File: config.mk
export PLATFORM = sky130hd
export DESIGN_NAME = lsu
export DESIGN_NICKNAME = d
export VERILOG_FILES = /design/src/rtl/lsu_pkg.sv /design/src/rtl/lsu_load_align.sv /design/src/rtl/lsu.sv
export SDC_FILE = /design/constraint.sdc
export NUM_CORES = 1
export LEC_CHECK = 0
export CAP_MARGIN = 30
export CORE_MARGIN = 8
export CORE_UTILIZATION = 35
export DETAILED_ROUTE_END_ITERATION = 12
export GPL_ROUTABILITY_DRIVEN = 0
export MAX_ROUTING_LAYER = met4
export PLACE_DENSITY_LB_ADDON = 0.3
export SYNTH_ARGS = -nofsm -noshare
export SYNTH_HDL_FRONTEND = slang
export SYNTH_SLANG_ARGS = --single-unit
File: constraint.sdc
create_clock -name clock -period 1.96 [get_ports clock]
set_input_delay 0.392 -clock clock [delete_from_list [all_inputs] [get_ports clock]]
set_output_delay 0.392 -clock clock [all_outputs]
set_load 0.005 [all_outputs]
File: src/rtl/lsu_pkg.sv
// Shared types and constants for the MEM-stage load/store unit.
package lsu_pkg;

   localparam int unsigned XLEN    = 32;
   localparam int unsigned F3_BITS = 3;
   localparam int unsigned RD_BITS = 5;

   localparam logic [F3_BITS-1:0] F3_B  = 3'b000;
   localparam logic [F3_BITS-1:0] F3_H  = 3'b001;
   localparam logic [F3_BITS-1:0] F3_W  = 3'b010;
   localparam logic [F3_BITS-1:0] F3_BU = 3'b100;
   localparam logic [F3_BITS-1:0] F3_HU = 3'b101;

   localparam logic [3:0] CAUSE_ILLEGAL     = 4'd2;
   localparam logic [3:0] CAUSE_LD_MISALIGN = 4'd4;
   localparam logic [3:0] CAUSE_LD_FAULT    = 4'd5;
   localparam logic [3:0] CAUSE_ST_MISALIGN = 4'd6;
   localparam logic [3:0] CAUSE_ST_FAULT    = 4'd7;

   typedef enum logic [1:0] {
      IDLE   = 2'd0,
      ACCESS = 2'd1,
      RESP   = 2'd2
   } lsu_state_t;

   // Request context kept from acceptance until the response is formed.
   typedef struct packed {
      logic               write;
      logic [F3_BITS-1:0] funct3;
      logic [XLEN-1:0]    addr;
      logic [RD_BITS-1:0] rd;
   } lsu_ctx_t;

endpackage

File: src/rtl/lsu_load_align.sv
// Extracts and sign/zero-extends load data according to funct3.
module lsu_load_align
   import lsu_pkg::*;
(
   input  logic [2:0]  funct3,
   input  logic [31:0] raw,
   output logic [31:0] data_c
);

   // Select the low byte/half/word and extend it.
   always_comb begin
      data_c = '0;
      case (funct3)
         F3_B:    data_c = {{24{raw[7]}}, raw[7:0]};
         F3_H:    data_c = {{16{raw[15]}}, raw[15:0]};
         F3_W:    data_c = raw;
         F3_BU:   data_c = {24'b0, raw[7:0]};
         F3_HU:   data_c = {16'b0, raw[15:0]};
         default: data_c = '0;
      endcase
   end

endmodule

File: src/rtl/lsu.sv
// MEM-stage load/store unit: checks a request, drives data memory for one
// cycle, and returns extended load data or an exception one cycle later.
module lsu
   import lsu_pkg::*;
#(
   parameter logic [31:0] DMEM_BASE = 32'h0100_0000,
   parameter logic [31:0] DMEM_SIZE = 32'h0010_0000
) (
   input  logic        clock,
   input  logic        reset,
   input  logic        req_valid,
   output logic        req_ready,
   input  logic        req_write,
   input  logic [2:0]  req_funct3,
   input  logic [31:0] req_addr,
   input  logic [31:0] req_wdata,
   input  logic [4:0]  req_rd,
   output logic [31:0] dmem_address,
   output logic        dmem_read_write,
   output logic [31:0] dmem_data_in,
   output logic [1:0]  dmem_access_size,
   input  logic [31:0] dmem_data_out,
   output logic        rsp_valid,
   output logic        rsp_we,
   output logic [4:0]  rsp_rd,
   output logic [31:0] rsp_data,
   output logic        exc_valid,
   output logic [3:0]  exc_cause,
   output logic [31:0] exc_addr
);

   localparam int unsigned AW1 = XLEN + 1;
   localparam logic [AW1-1:0] RANGE_LO = AW1'(DMEM_BASE);
   localparam logic [AW1-1:0] RANGE_HI = AW1'(DMEM_BASE) + AW1'(DMEM_SIZE) - AW1'(1);

   lsu_state_t      state, state_next;
   lsu_ctx_t        ctx_q;
   logic            fault_q;
   logic [3:0]      cause_q;
   logic            accept_c;
   logic            illegal_c, misalign_c, range_c, fault_c;
   logic [3:0]      cause_c;
   logic [AW1-1:0]  span_c, first_c, last_c;
   logic [31:0]     load_data_c;

   lsu_load_align u_align (
      .funct3 (ctx_q.funct3),
      .raw    (dmem_data_out),
      .data_c (load_data_c)
   );

   // State register.
   always_ff @(posedge clock or negedge reset) begin
      if (!reset) state <= IDLE;
      else        state <= state_next;
   end

   // Next-state logic and acceptance handshake.
   always_comb begin
      state_next = state;
      accept_c   = req_valid && req_ready;
      case (state)
         IDLE:    if (accept_c) state_next = ACCESS;
         ACCESS:  state_next = RESP;
         RESP:    state_next = accept_c ? ACCESS : IDLE;
         default: state_next = IDLE;
      endcase
   end

   // Decode, alignment and range checks on the incoming request.
   always_comb begin
      illegal_c = 1'b1;
      span_c    = '0;
      case (req_funct3)
         F3_B:    begin illegal_c = 1'b0;      span_c = AW1'(0); end
         F3_H:    begin illegal_c = 1'b0;      span_c = AW1'(1); end
         F3_W:    begin illegal_c = 1'b0;      span_c = AW1'(3); end
         F3_BU:   begin illegal_c = req_write; span_c = AW1'(0); end
         F3_HU:   begin illegal_c = req_write; span_c = AW1'(1); end
         default: begin illegal_c = 1'b1;      span_c = AW1'(0); end
      endcase
      misalign_c = ((req_funct3[1:0] == 2'b01) && req_addr[0]) ||
                   ((req_funct3[1:0] == 2'b10) && (req_addr[1:0] != 2'b00));
      first_c    = {1'b0, req_addr};
      last_c     = first_c + span_c;
      range_c    = (first_c < RANGE_LO) || (last_c > RANGE_HI);
      cause_c    = '0;
      if (illegal_c)       cause_c = CAUSE_ILLEGAL;
      else if (misalign_c) cause_c = req_write ? CAUSE_ST_MISALIGN : CAUSE_LD_MISALIGN;
      else if (range_c)    cause_c = req_write ? CAUSE_ST_FAULT : CAUSE_LD_FAULT;
      fault_c    = illegal_c || misalign_c || range_c;
   end

   // Request capture, one-cycle memory drive, and registered response.
   always_ff @(posedge clock or negedge reset) begin
      if (!reset) begin
         req_ready        <= 1'b1;
         ctx_q            <= '0;
         fault_q          <= 1'b0;
         cause_q          <= '0;
         dmem_address     <= '0;
         dmem_read_write  <= 1'b0;
         dmem_data_in     <= '0;
         dmem_access_size <= '0;
         rsp_valid        <= 1'b0;
         rsp_we           <= 1'b0;
         rsp_rd           <= '0;
         rsp_data         <= '0;
         exc_valid        <= 1'b0;
         exc_cause        <= '0;
         exc_addr         <= '0;
      end else begin
         req_ready        <= (state_next != ACCESS);
         dmem_address     <= '0;
         dmem_read_write  <= 1'b0;
         dmem_data_in     <= '0;
         dmem_access_size <= '0;
         rsp_valid        <= 1'b0;
         rsp_we           <= 1'b0;
         rsp_rd           <= '0;
         rsp_data         <= '0;
         exc_valid        <= 1'b0;
         exc_cause        <= '0;
         exc_addr         <= '0;
         if (accept_c) begin
            ctx_q   <= '{write: req_write, funct3: req_funct3, addr: req_addr, rd: req_rd};
            fault_q <= fault_c;
            cause_q <= cause_c;
            if (!fault_c) begin
               dmem_address     <= req_addr;
               dmem_read_write  <= req_write;
               dmem_data_in     <= req_write ? req_wdata : '0;
               dmem_access_size <= req_funct3[1:0];
            end
         end
         if (state == ACCESS) begin
            rsp_valid <= 1'b1;
            rsp_rd    <= ctx_q.rd;
            rsp_we    <= !ctx_q.write && !fault_q && (ctx_q.rd != '0);
            rsp_data  <= (!ctx_q.write && !fault_q) ? load_data_c : '0;
            exc_valid <= fault_q;
            exc_cause <= cause_q;
            exc_addr  <= fault_q ? ctx_q.addr : '0;
         end
      end
   end

endmodule

=== Word level (Yosys, flattened, before mapping) ===
Cells that the tools add are included.

* Input bits: 108
* Register bits after elaboration: 192

* Eq/ne operators: 13
* Muxes and demuxes: 29
* Reduce and logical (&&, ||, !) cells: 19
* Add/sub/neg operators: 1
* $lt $le $gt $ge: 2

{| class="wikitable"
|+ Operators with widths
! cell !! count
|-
| two-way mux 32 bit || 9
|-
| one-hot mux 32 bit (5 select lines) || 1
|-
| adder 32 x 33 -> 33 bit || 1
|-
| > comparator 33 x 25 -> 1 bit, second input constant || 1
|-
| < comparator 32 x 25 -> 1 bit, second input constant || 1
|-
| == test 3 bit, second input constant || 4
|-
| two-way mux 2 bit || 5
|-
| two-way mux 3 bit || 3
|-
| == test 3 x 1 -> 1 bit, second input constant || 2
|-
| == test 3 x 2 -> 1 bit, second input constant || 2
|-
| zero test 3 bit || 2
|-
| two-way mux 1 bit || 6
|-
| one-hot mux 2 bit (3 select lines) || 1
|-
| logical AND 1 bit || 5
|-
| two-way mux 5 bit || 1
|-
| nonzero test 5 bit || 1
|-
| == test 2 x 1 -> 1 bit, second input constant || 2
|-
| == test 2 bit, second input constant || 2
|-
| logical OR 1 bit || 4
|-
| two-way mux 4 bit || 1
|-
| one-hot mux 2 bit (2 select lines) || 1
|-
| OR reduction 2 bit || 2
|-
| OR reduction 3 bit || 1
|-
| zero test 1 bit || 2
|-
| other kinds (4) || 4
|}

=== Logic depth before layout (Yosys ltp) ===
Gate-level depths: netlist (run 1).

* Word-level depth: 9
* Mapped depth: 13

=== Modules after synthesis ===
From an unflattened synthesis (run 1), not the netlist that was laid out.

* Cell total of the unflattened synthesis: 546
* Area total of the unflattened synthesis: 7342.0 µm²

{| class="wikitable"
|+ Modules (own cells, without submodules)
! module !! cells each !! seq. area each (µm²) !! area each (µm²) !! instances
|-
| lsu || 475 || 4730.8 || 6749.0 || 1
|-
| lsu_load_align || 71 || 0.0 || 593.1 || 1
|}

=== Worst setup path after synthesis (run 1) ===
No wires, ideal clock.

* Kind: input port to flip-flop
* Start point: input req_funct3[1]
* End point: register dmem_address[10]
* Data required time: 1841 ps
* Stages on the path: 13
* Path slack: -1019 ps
* Buffers on the path: 1
* Arrival: 2860 ps
* Cell sequence: inv_1 -> nor3_1 -> a21o_1 -> ha_1 -> fa_1 -> nand2_1 -> nor4_4 -> nand3_2 -> mux2i_1 -> nor3_2 -> nor3_4 -> buf_2 -> and2_1

* Longest elaborated chain between the ends: 9
* Elaborated cells on any way between the ends: 22

{| class="wikitable"
|+ Ends and longest elaborated chain
! element !! RTL line !! RTL
|-
| start: declaration || lsu.sv:14 || <nowiki>input logic [2:0] req_funct3,</nowiki>
|-
| == test 3 bit or == test 3 x 1 -> 1 bit (tied branches) || lsu.sv:74 || <nowiki>case (req_funct3)</nowiki>
|-
| OR reduction 2 bit (no source line) || - ||
|-
| one-hot mux 2 bit (2 select lines) || lsu.sv:74 ||
|-
| adder 32 x 33 -> 33 bit || lsu.sv:85 || <nowiki>last_c = first_c + span_c;</nowiki>
|-
| > comparator 33 x 25 -> 1 bit || lsu.sv:86 || <nowiki>range_c = (first_c < RANGE_LO) || (last_c > RANGE_HI);</nowiki>
|-
| logical OR 1 bit || lsu.sv:86 ||
|-
| logical OR 1 bit (*) || lsu.sv:91 || <nowiki>fault_c = illegal_c || misalign_c || range_c;</nowiki>
|-
| two-way mux 32 bit (*) || lsu.sv:129 || <nowiki>if (!fault_c) begin</nowiki>
|-
| two-way mux 32 bit (*) || lsu.sv:125 || <nowiki>if (accept_c) begin</nowiki>
|-
| end signal: assignment || lsu.sv:130 || <nowiki>dmem_address <= req_addr;</nowiki>
|-
| end: declaration || lsu.sv:18 || <nowiki>output logic [31:0] dmem_address,</nowiki>
|}

Every way passes the cells marked *; elsewhere a longest branch is shown, timed or not.
A chain may end at the register's enable or synchronous reset.

=== Worst setup path after layout (run 1) ===
* Start point: input req_funct3[0]
* End point: register dmem_data_in[14]

* Longest elaborated chain between the ends: 9
* Elaborated cells on any way between the ends: 22

{| class="wikitable"
|+ Ends and longest elaborated chain
! element !! RTL line !! RTL
|-
| == test 3 bit or == test 3 x 1 -> 1 bit (tied branches) || lsu.sv:74 ||
|-
| OR reduction 2 bit (no source line) || - ||
|-
| one-hot mux 2 bit (2 select lines) || lsu.sv:74 ||
|-
| adder 32 x 33 -> 33 bit || lsu.sv:85 ||
|-
| > comparator 33 x 25 -> 1 bit || lsu.sv:86 ||
|-
| logical OR 1 bit || lsu.sv:86 ||
|-
| logical OR 1 bit (*) || lsu.sv:91 ||
|-
| two-way mux 32 bit (*) || lsu.sv:129 ||
|-
| two-way mux 32 bit (*) || lsu.sv:125 ||
|-
| end signal: assignment || lsu.sv:132 || <nowiki>dmem_data_in <= req_write ? req_wdata : '0;</nowiki>
|-
| end: declaration || lsu.sv:20 || <nowiki>output logic [31:0] dmem_data_in,</nowiki>
|}

Marked as above.

==> summary.md, run 1 <==
| Metric | Value |
|---|---|
| GRT overflow | 0 |
| # H-tree levels | 4 |
| PortBufs | 250 |
| Crit Path Class | in2reg |
| R2r startpoint | req_ready |
| Fraction of registers with async set/reset | 1.00 |
| Vias per cell | 4.60 |
| Drt drc | 0 |
| Syn-to-layout area delta | 61.8% |
| Post-synth top flop | dfrtp_1 |
| Status | finished with violations |
| Final min period | 2.54 ns |
| Total CTS buffers | 17 |
| Overall Global Routing Usage | 0.173 |
| Cell count after synthesis | 543 |
| Antenna diode count | 0 |
| Worst slew margin | 0.626 |
| Area of the multi-input gates | 0.00224 sq mm |
| Critical Path Fanout Max | 8 |
| DR vias | 5,349 |
| DRT iter0 DRCs | 214 |
| Fin cells | 1,163 |
| F_max | 393 MHz |
| Fin crit share | 1.30 |
| Largest net degree at the start of global routing | 50 |
| Worst r2r path cells | 7 |
| CP max-delay cell | nor4_4 |
| Vias in the first global route | 5,781 |
| Synthesis-stage register bit count | 189 |
| Root buf cell | clkbuf_16 |
| Critical path data arrival time | 2.85 ns |
| Mapped Area | 0.00699 sq mm |
| Final worst-path setup slack | -0.584 ns |
| Setup TNS | -34.80 ns |
| Static Leak | 0.00517 uW |
| # fillers | 1,669 |
| Buf+Inv Stages, Crit Path | 5 |
| Die area | 0.0247 sq mm |
| First-pass GRT wire length | 31,800 um |
| Commonest cells post-synth | 188 x dfrtp_1, 74 x and2_1, 43 x nand2_1 |
| Num ports | 252 |
| Top cell type's share of synthesized area | 0.673 |
| Routed Antenna Nets | 0 |
| Max cap viols | 0 |
| Fin. Hold Viols | 0 |
| Hpwl dp | 14,800 um |
| Failing checks | negative setup slack |
| Power Dens Cells | 783 mW/mm^2 |
| Required @ worst endpoint | 2.27 ns |
| Crit-path cells | buf_8 > nor3_4 > a21o_1 > ha_2 > fa_2 > nand2_2 > nor4_4 > buf_4 > nand3_4 > mux2i_4 > nor3_4 > buf_4 > nor4_4 > buf_6 > buf_16 > and2_1 |
| Crit-path leading delay family | simple AND/OR/NAND/NOR gates |
| Core Box Area | 0.0195 sq mm |
| Critical Path Source Type | input pin |
| Die H | 157 um |
| Hold Path Class | in2reg |
| TritonCTS Sinks | 189 |
| Total Routed Length | 20,500 um |
| Synth unique cells | 45 |
| Hold Path End | ctx_q[38] |
| Area contributors post-synth | dfrtp_1 67%, and2_1 6.6%, mux2_2 5.8% |
| CP endpoint kind | flop |
| Site Rows | 51 |
| DR pass1 iterations | 4 |
| Worst hold stages | 3 |
| Sequential area share after synthesis | 0.677 |
| Mapped Avg Cell Area | 12.9 sq um |
| Hold_sp | req_funct3[1] |
| Worst clock skew | 0.00852 ns |
| Layout net count | 996 |
| Share of layout cells above drive strength 1 | 0.228 |
| Chip width | 157 um |
| TritonCTS clock tree | done |
| Initial antenna violation count | 0 |
| YS warnings | 0 |
| Setup-failing EPs final | 64 |
| Average wire per standard cell | 17.6 um |
| Least-Margin Pin Slew | 0.560 ns |
| Max-slew violations | 0 |
| Flip-flop and latch area | 0.00473 sq mm |
| Clk Latency, worst-skew pair | 0.42 ns |
| Post-synth EDFFs | 0 |
| Post-synth top area cell | dfrtp_1 |
| Max clock buf depth | 2 |
| R2r setup slk | -0.07 ns |
| Clock-pin slew on the worst setup and hold paths | 0.06 ns |
| Hold WS | 0.264 ns |
| Peak VDD IR | 586 uV |
| RSZ-0062 raised after global routing | true |
| Reg2reg end | dmem_data_in[30] |
| Initial core utilization | 0.358 |
| Top-count cell post-synth | dfrtp_1 |
| Max incr delay on CP | 0.30 ns |
| # placed instances | 1,113 |
flip-flops by register name (all words and copies together), names as in the netlist, 2 cells and up:
register	flops
dmem_address	32
rsp_data	32
dmem_data_in	32
exc_addr	32
dmem_access_size	2
cause_q	3
rsp_rd	5
ctx_q	41
exc_cause	3
routing by layer:
layer / share of wire / GRT usage / vias up
met1: 0.43 / 0.208 / 2627
met4: 0.0097 / 0.0358 / 0
met2: 0.49 / 0.282 / 201
met5: 0 / - / -
met3: 0.077 / 0.0540 / 14
li1: - / - / 2507
cell type report:
cell class	count	area share
flip-flops and latches	189	0.418
repair buffers	345	0.300
multi-input cells	324	0.198
clock buffers	20	0.0395
well taps	265	0.0293
clock inverters	12	0.0120
inverters	8	0.00310
layout by cell type (no fill, tap or decap), drive strengths merged, types with 2 or more instances in the layout:
master,instances
a211o,3
a21o,2
a21oi,37
a31oi,2
and2,74
and3,33
buf,97
bufinv,2
clkbuf,21
clkdlybuf4s50,243
clkinv,6
conb,8
dfrtp,188
dlygate4sd2,3
ha,2
inv,11
mux2,36
mux2i,2
nand2,43
nand3,8
nand4,8
nor2,20
nor2b,2
nor3,8
nor4,8
o211ai,2
o21ai,11
o22ai,2
or2,2
or3,3
tightest hold or removal path, cell delays in order:
cell	delay (ns)
buf_8	0.10
inv_6	0.06
o21ai_0	0.08
metrics by stage:
stage,util,total power (uW),setup WS [ns],area (sq um)
global route,0.579,9240,-0.712,11300
finish,0.579,8850,-0.584,11300
global placement,0.534,5460,-1.31,10400
floorplan,-,4700,-0.738,7040
detailed placement,0.534,5480,-1.40,10400
CTS,0.577,8940,-0.645,11300
cells by family after synthesis:
family | count (synthesis) | share of synthesized area
adders and majority gates | 3 | 0.00645
buffers and inverters | 37 | 0.0251
other | 1 | 0.000537
DFF | 189 | 0.677
xor gates and xnor gates | 1 | 0.00125
and+or+nand+nor | 213 | 0.178
muxes | 38 | 0.0609
AOI/OAI and AO/OA | 61 | 0.0507
worst max-delay path by stage:
stage             startpoint          endpoint  slack [ns]  cells past startpoint
2_1_floorplan  req_funct3[1]  dmem_data_in[22]       -0.74                     13
3_3_place_gp   req_funct3[0]   dmem_address[7]       -1.31                     14
3_5_place_dp   req_funct3[0]  dmem_data_in[15]       -1.40                     14
4_1_cts        req_funct3[1]  dmem_data_in[25]       -0.64                     17
5_1_grt        req_funct3[0]  dmem_data_in[29]       -0.71                     16
6_report       req_funct3[0]  dmem_data_in[14]       -0.58                     16
power by group:
| part | internal [uW] | switching (uW) |
|---|---|---|
| Sequential | 4140 | 97.0 |
| Combinational | 687 | 498 |
| Clock | 1930 | 1500 |
what timing repair did:
item | in CTS | in global routing
endpoints found under the setup margin | 65 | 64
hold endpoints to repair | 43 | 0
cloned | 3 | 0
hold buffers | 1 | 0
gates resized for setup | 42 | 20
pin swaps | 17 | 16
setup buffers | 12 | 8
No activity file was read; power rests on OpenSTA's default activity.
==> run 2, diff against run 1 <==
--- a/config.mk
+++ b/config.mk
@@ -8,8 +8,10 @@
 export CAP_MARGIN = 30
 export CORE_MARGIN = 8
 export CORE_UTILIZATION = 35
+export CTS_BUF_LIST = sky130_fd_sc_hd__clkbuf_4
 export DETAILED_ROUTE_END_ITERATION = 12
 export GPL_ROUTABILITY_DRIVEN = 0
+export GPL_TIMING_DRIVEN = 0
 export MAX_ROUTING_LAYER = met4
 export PLACE_DENSITY_LB_ADDON = 0.3
 export SYNTH_ARGS = -nofsm -noshare
==> run 2 against run 1 <==
Against the previous run:
- the flow still finishes with violations (negative setup slack)
- clock skew rose by 0.011 ns
- via count down 3.5%
- non-clock buffer count decreased by 46
- final cell count is 4.0% lower
- worst setup slack improved by 0.15 ns
- register-to-register slack got worse by 0.17 ns
- die area stayed put
- hold slack got worse by 0.16 ns
- fmax rose by 6.4%
==> summary.md, run 2 (synthesis results as in run 1) <==
| Metric | Value |
|---|---|
| Initial core utilization | 0.358 (unchanged) |
| Num ports | 252 (unchanged) |
| Total Routed Length | 20,400 um (-0.38%) |
| F_max | 418 MHz (+6.4%) |
| RSZ-0062 raised after global routing | true |
| # fillers | 1,725 (+3.4%) |
| Fin crit share | 1.22 (-0.0785) |
| Worst slew margin | 0.500 (-0.126) |
| Critical Path Source Type | input pin |
| Least-Margin Pin Slew | 0.750 ns (+0.190 ns) |
| Most frequent cells in the layout | 229 x clkdlybuf4s50_1, 188 x dfrtp_1, 61 x and2_1, 42 x nand2_1, 36 x mux2_2 |
| Total CTS buffers | 17 (unchanged) |
| Max-slew violations | 0 (unchanged) |
| Max clock buf depth | 2 (unchanged) |
| Critical Path Fanout Max | 8 (unchanged) |
| Vias per cell | 4.62 (+0.50%) |
| Die area | 0.0247 sq mm (unchanged) |
| Flop pwr share | 0.580 (+0.101) |
| Max incr delay on CP | 0.37 ns (+0.07 ns) |
| Hpwl dp | 15,000 um (+1.0%) |
| Layout net count | 950 (-4.6%) |
| Average wire per standard cell | 18.3 um (+3.7%) |
| CP endpoint kind | flop |
| Drt drc | 0 (unchanged) |
| Core Box Area | 0.0195 sq mm (unchanged) |
| TritonCTS clock tree | done |
| DR vias | 5,163 (-3.5%) |
| Hold Path Class | in2reg |
| DRT iter0 DRCs | 334 (+56%) |
| Vias in the first global route | 5,351 (-7.4%) |
| Clock power frac | 0.275 (-0.112) |
| Antenna diode count | 0 (unchanged) |
| Syn-to-layout area delta | 50.4% |
| Most common cell after layout, fill and taps aside | clkdlybuf4s50_1 |
| GRT overflow | 0 (unchanged) |
| TritonCTS Sinks | 189 (unchanged) |
| Die H | 157 um (unchanged) |
| Most frequent CP cell | buf_6 |
| Overall Global Routing Usage | 0.171 (-0.00196) |
| Power Dens Cells | 695 mW/mm^2 (-11%) |
| Combinational share of power | 0.145 (+0.011) |
| Final min period | 2.39 ns (-0.154 ns) |
| First-pass GRT wire length | 31,000 um (-2.6%) |
| Chip width | 157 um (unchanged) |
| Max FFs per register | 41 (unchanged) |
| Fin. Hold Viols | 0 (unchanged) |
| Site Rows | 51 (unchanged) |
| Peak VDD IR | 298 uV (-49%) |
| Share of layout cells above drive strength 1 | 0.165 (-0.0628) |
| Setup TNS | -25.22 ns (+9.57 ns) |
| Worst clock skew | 0.0197 ns (+0.0112 ns) |
| Failing checks | negative setup slack |
| Clk Latency, worst-skew pair | 0.57 ns (+0.15 ns) |
| Routed Antenna Nets | 0 (unchanged) |
| Most flop-heavy register | ctx_q |
| Switch Pwr | 2040 uW (-2.9%) |
| Critical path data arrival time | 2.91 ns (+0.06 ns) |
| # H-tree levels | 4 (unchanged) |
| Switching part of the total | 0.279 (+0.0419) |
| Finished Core Util | 0.538 (-0.0409) |
| Setup-failing EPs final | 64 (unchanged) |
| DR pass1 iterations | 4 (unchanged) |
| Internal | 5260 uW (-22%) |
| Static Leak | 0.00489 uW (-5.5%) |
| Initial antenna violation count | 0 (unchanged) |
| Clock-pin slew on the worst setup and hold paths | 0.16 ns (+0.10 ns) |
| Status | finished with violations |
| Crit-path cells | buf_8 > inv_8 > nor3_4 > a21o_1 > ha_4 > fa_2 > nand2_2 > nor4_4 > buf_4 > buf_6 > a211o_1 > a21oi_2 > nor3_4 > buf_12 > nor4_4 > buf_6 > buf_6 > and2_4 |
| Max cap viols | 0 (unchanged) |
| CP max-delay cell | fa_2 |
| PortBufs | 247 (-1.2%) |
| Largest net degree at the start of global routing | 104 (+110%) |
| Final worst-path setup slack | -0.430 ns (+0.154 ns) |
| Required @ worst endpoint | 2.48 ns (+0.21 ns) |
| Crit Path Class | in2reg |
| Root buf cell | clkbuf_4 |
run 2: cell type report:
cell class,instances,area [sq um],share of cell area
timing repair buffer,270,2750,0.261
multi-input combinational,324,2230,0.213
clock inverter,15,135,0.0129
tap,265,332,0.0316
inverter,8,37.5,0.00357
sequential,189,4730,0.450
buffer,29,164,0.0156
clock buffer,17,128,0.0121
run 2: final timing paths:
| kind | from | endpoint | slack [ns] | cells past startpoint |
|---|---|---|---|---|
| setup / recovery | req_funct3[1] | dmem_data_in[14] | -0.43 | 18 |
| hold / removal | req_addr[7] | dmem_address[7] | 0.11 | 2 |
| setup reg to reg | req_ready | dmem_data_in[14] | -0.24 | 8 |
| hold reg to reg | cause_q[0] | cause_q[0] | 0.50 | 2 |
| max in group asynchronous | reset | req_ready | 0.62 | 3 |
| min in group asynchronous | reset | dmem_data_in[8] | 0.44 | 2 |
run 2: metrics by stage:
step                instances  hold WS [ns]  area (sq um)  power [uW]  worst slack (ns)
floorplan                 550        0.0964          7040        4700            -0.738
global placement         1062         0.453          9840        5330             -7.41
detailed placement       1063         0.470          9880        5360             -1.96
CTS                      1111        0.0641         10300        7420            -0.459
global route             1117        0.0399         10500        7690            -0.457
finish                   1117         0.108         10500        7300            -0.430
run 2: metal layers:
layer / wire [um] / vias up / track usage / part of all wire
li1: - / 2419 / - / -
met1: 8580 / 2532 / 0.204 / 0.42
met2: 9910 / 202 / 0.275 / 0.49
met3: 1760 / 10 / 0.0557 / 0.086
met4: 172 / 0 / 0.0417 / 0.0084
met5: 0 / - / - / 0
run 2: critical path: cells and delay by family:
kind / cells / cell delay [ns]
adders and majority gates: 2 / 0.54
AOI/OAI and AO/OA: 3 / 0.58
and+or+nand+nor: 6 / 0.51
buffers and inverters: 7 / 0.87
run 2: power by group through the flow:
stage / registers (uW) / clock network [uW] / logic (uW)
3_5_place_dp: 4310 / 0 / 1050
5_1_grt: 4260 / 2260 / 1170
6_report: 4230 / 2010 / 1060
4_1_cts: 4230 / 2120 / 1070
2_1_floorplan: 4300 / 0 / 408
3_3_place_gp: 4300 / 0 / 1030
run 2: repair_timing:
action                     4_1_cts  5_1_grt
hold endpoints to repair       102        0
hold buffers                     1        0
setup endpoints to repair       77       80
cloned                           3        1
buffers inserted                12        7
gates resized for setup         39       44
pin swaps                        5       20
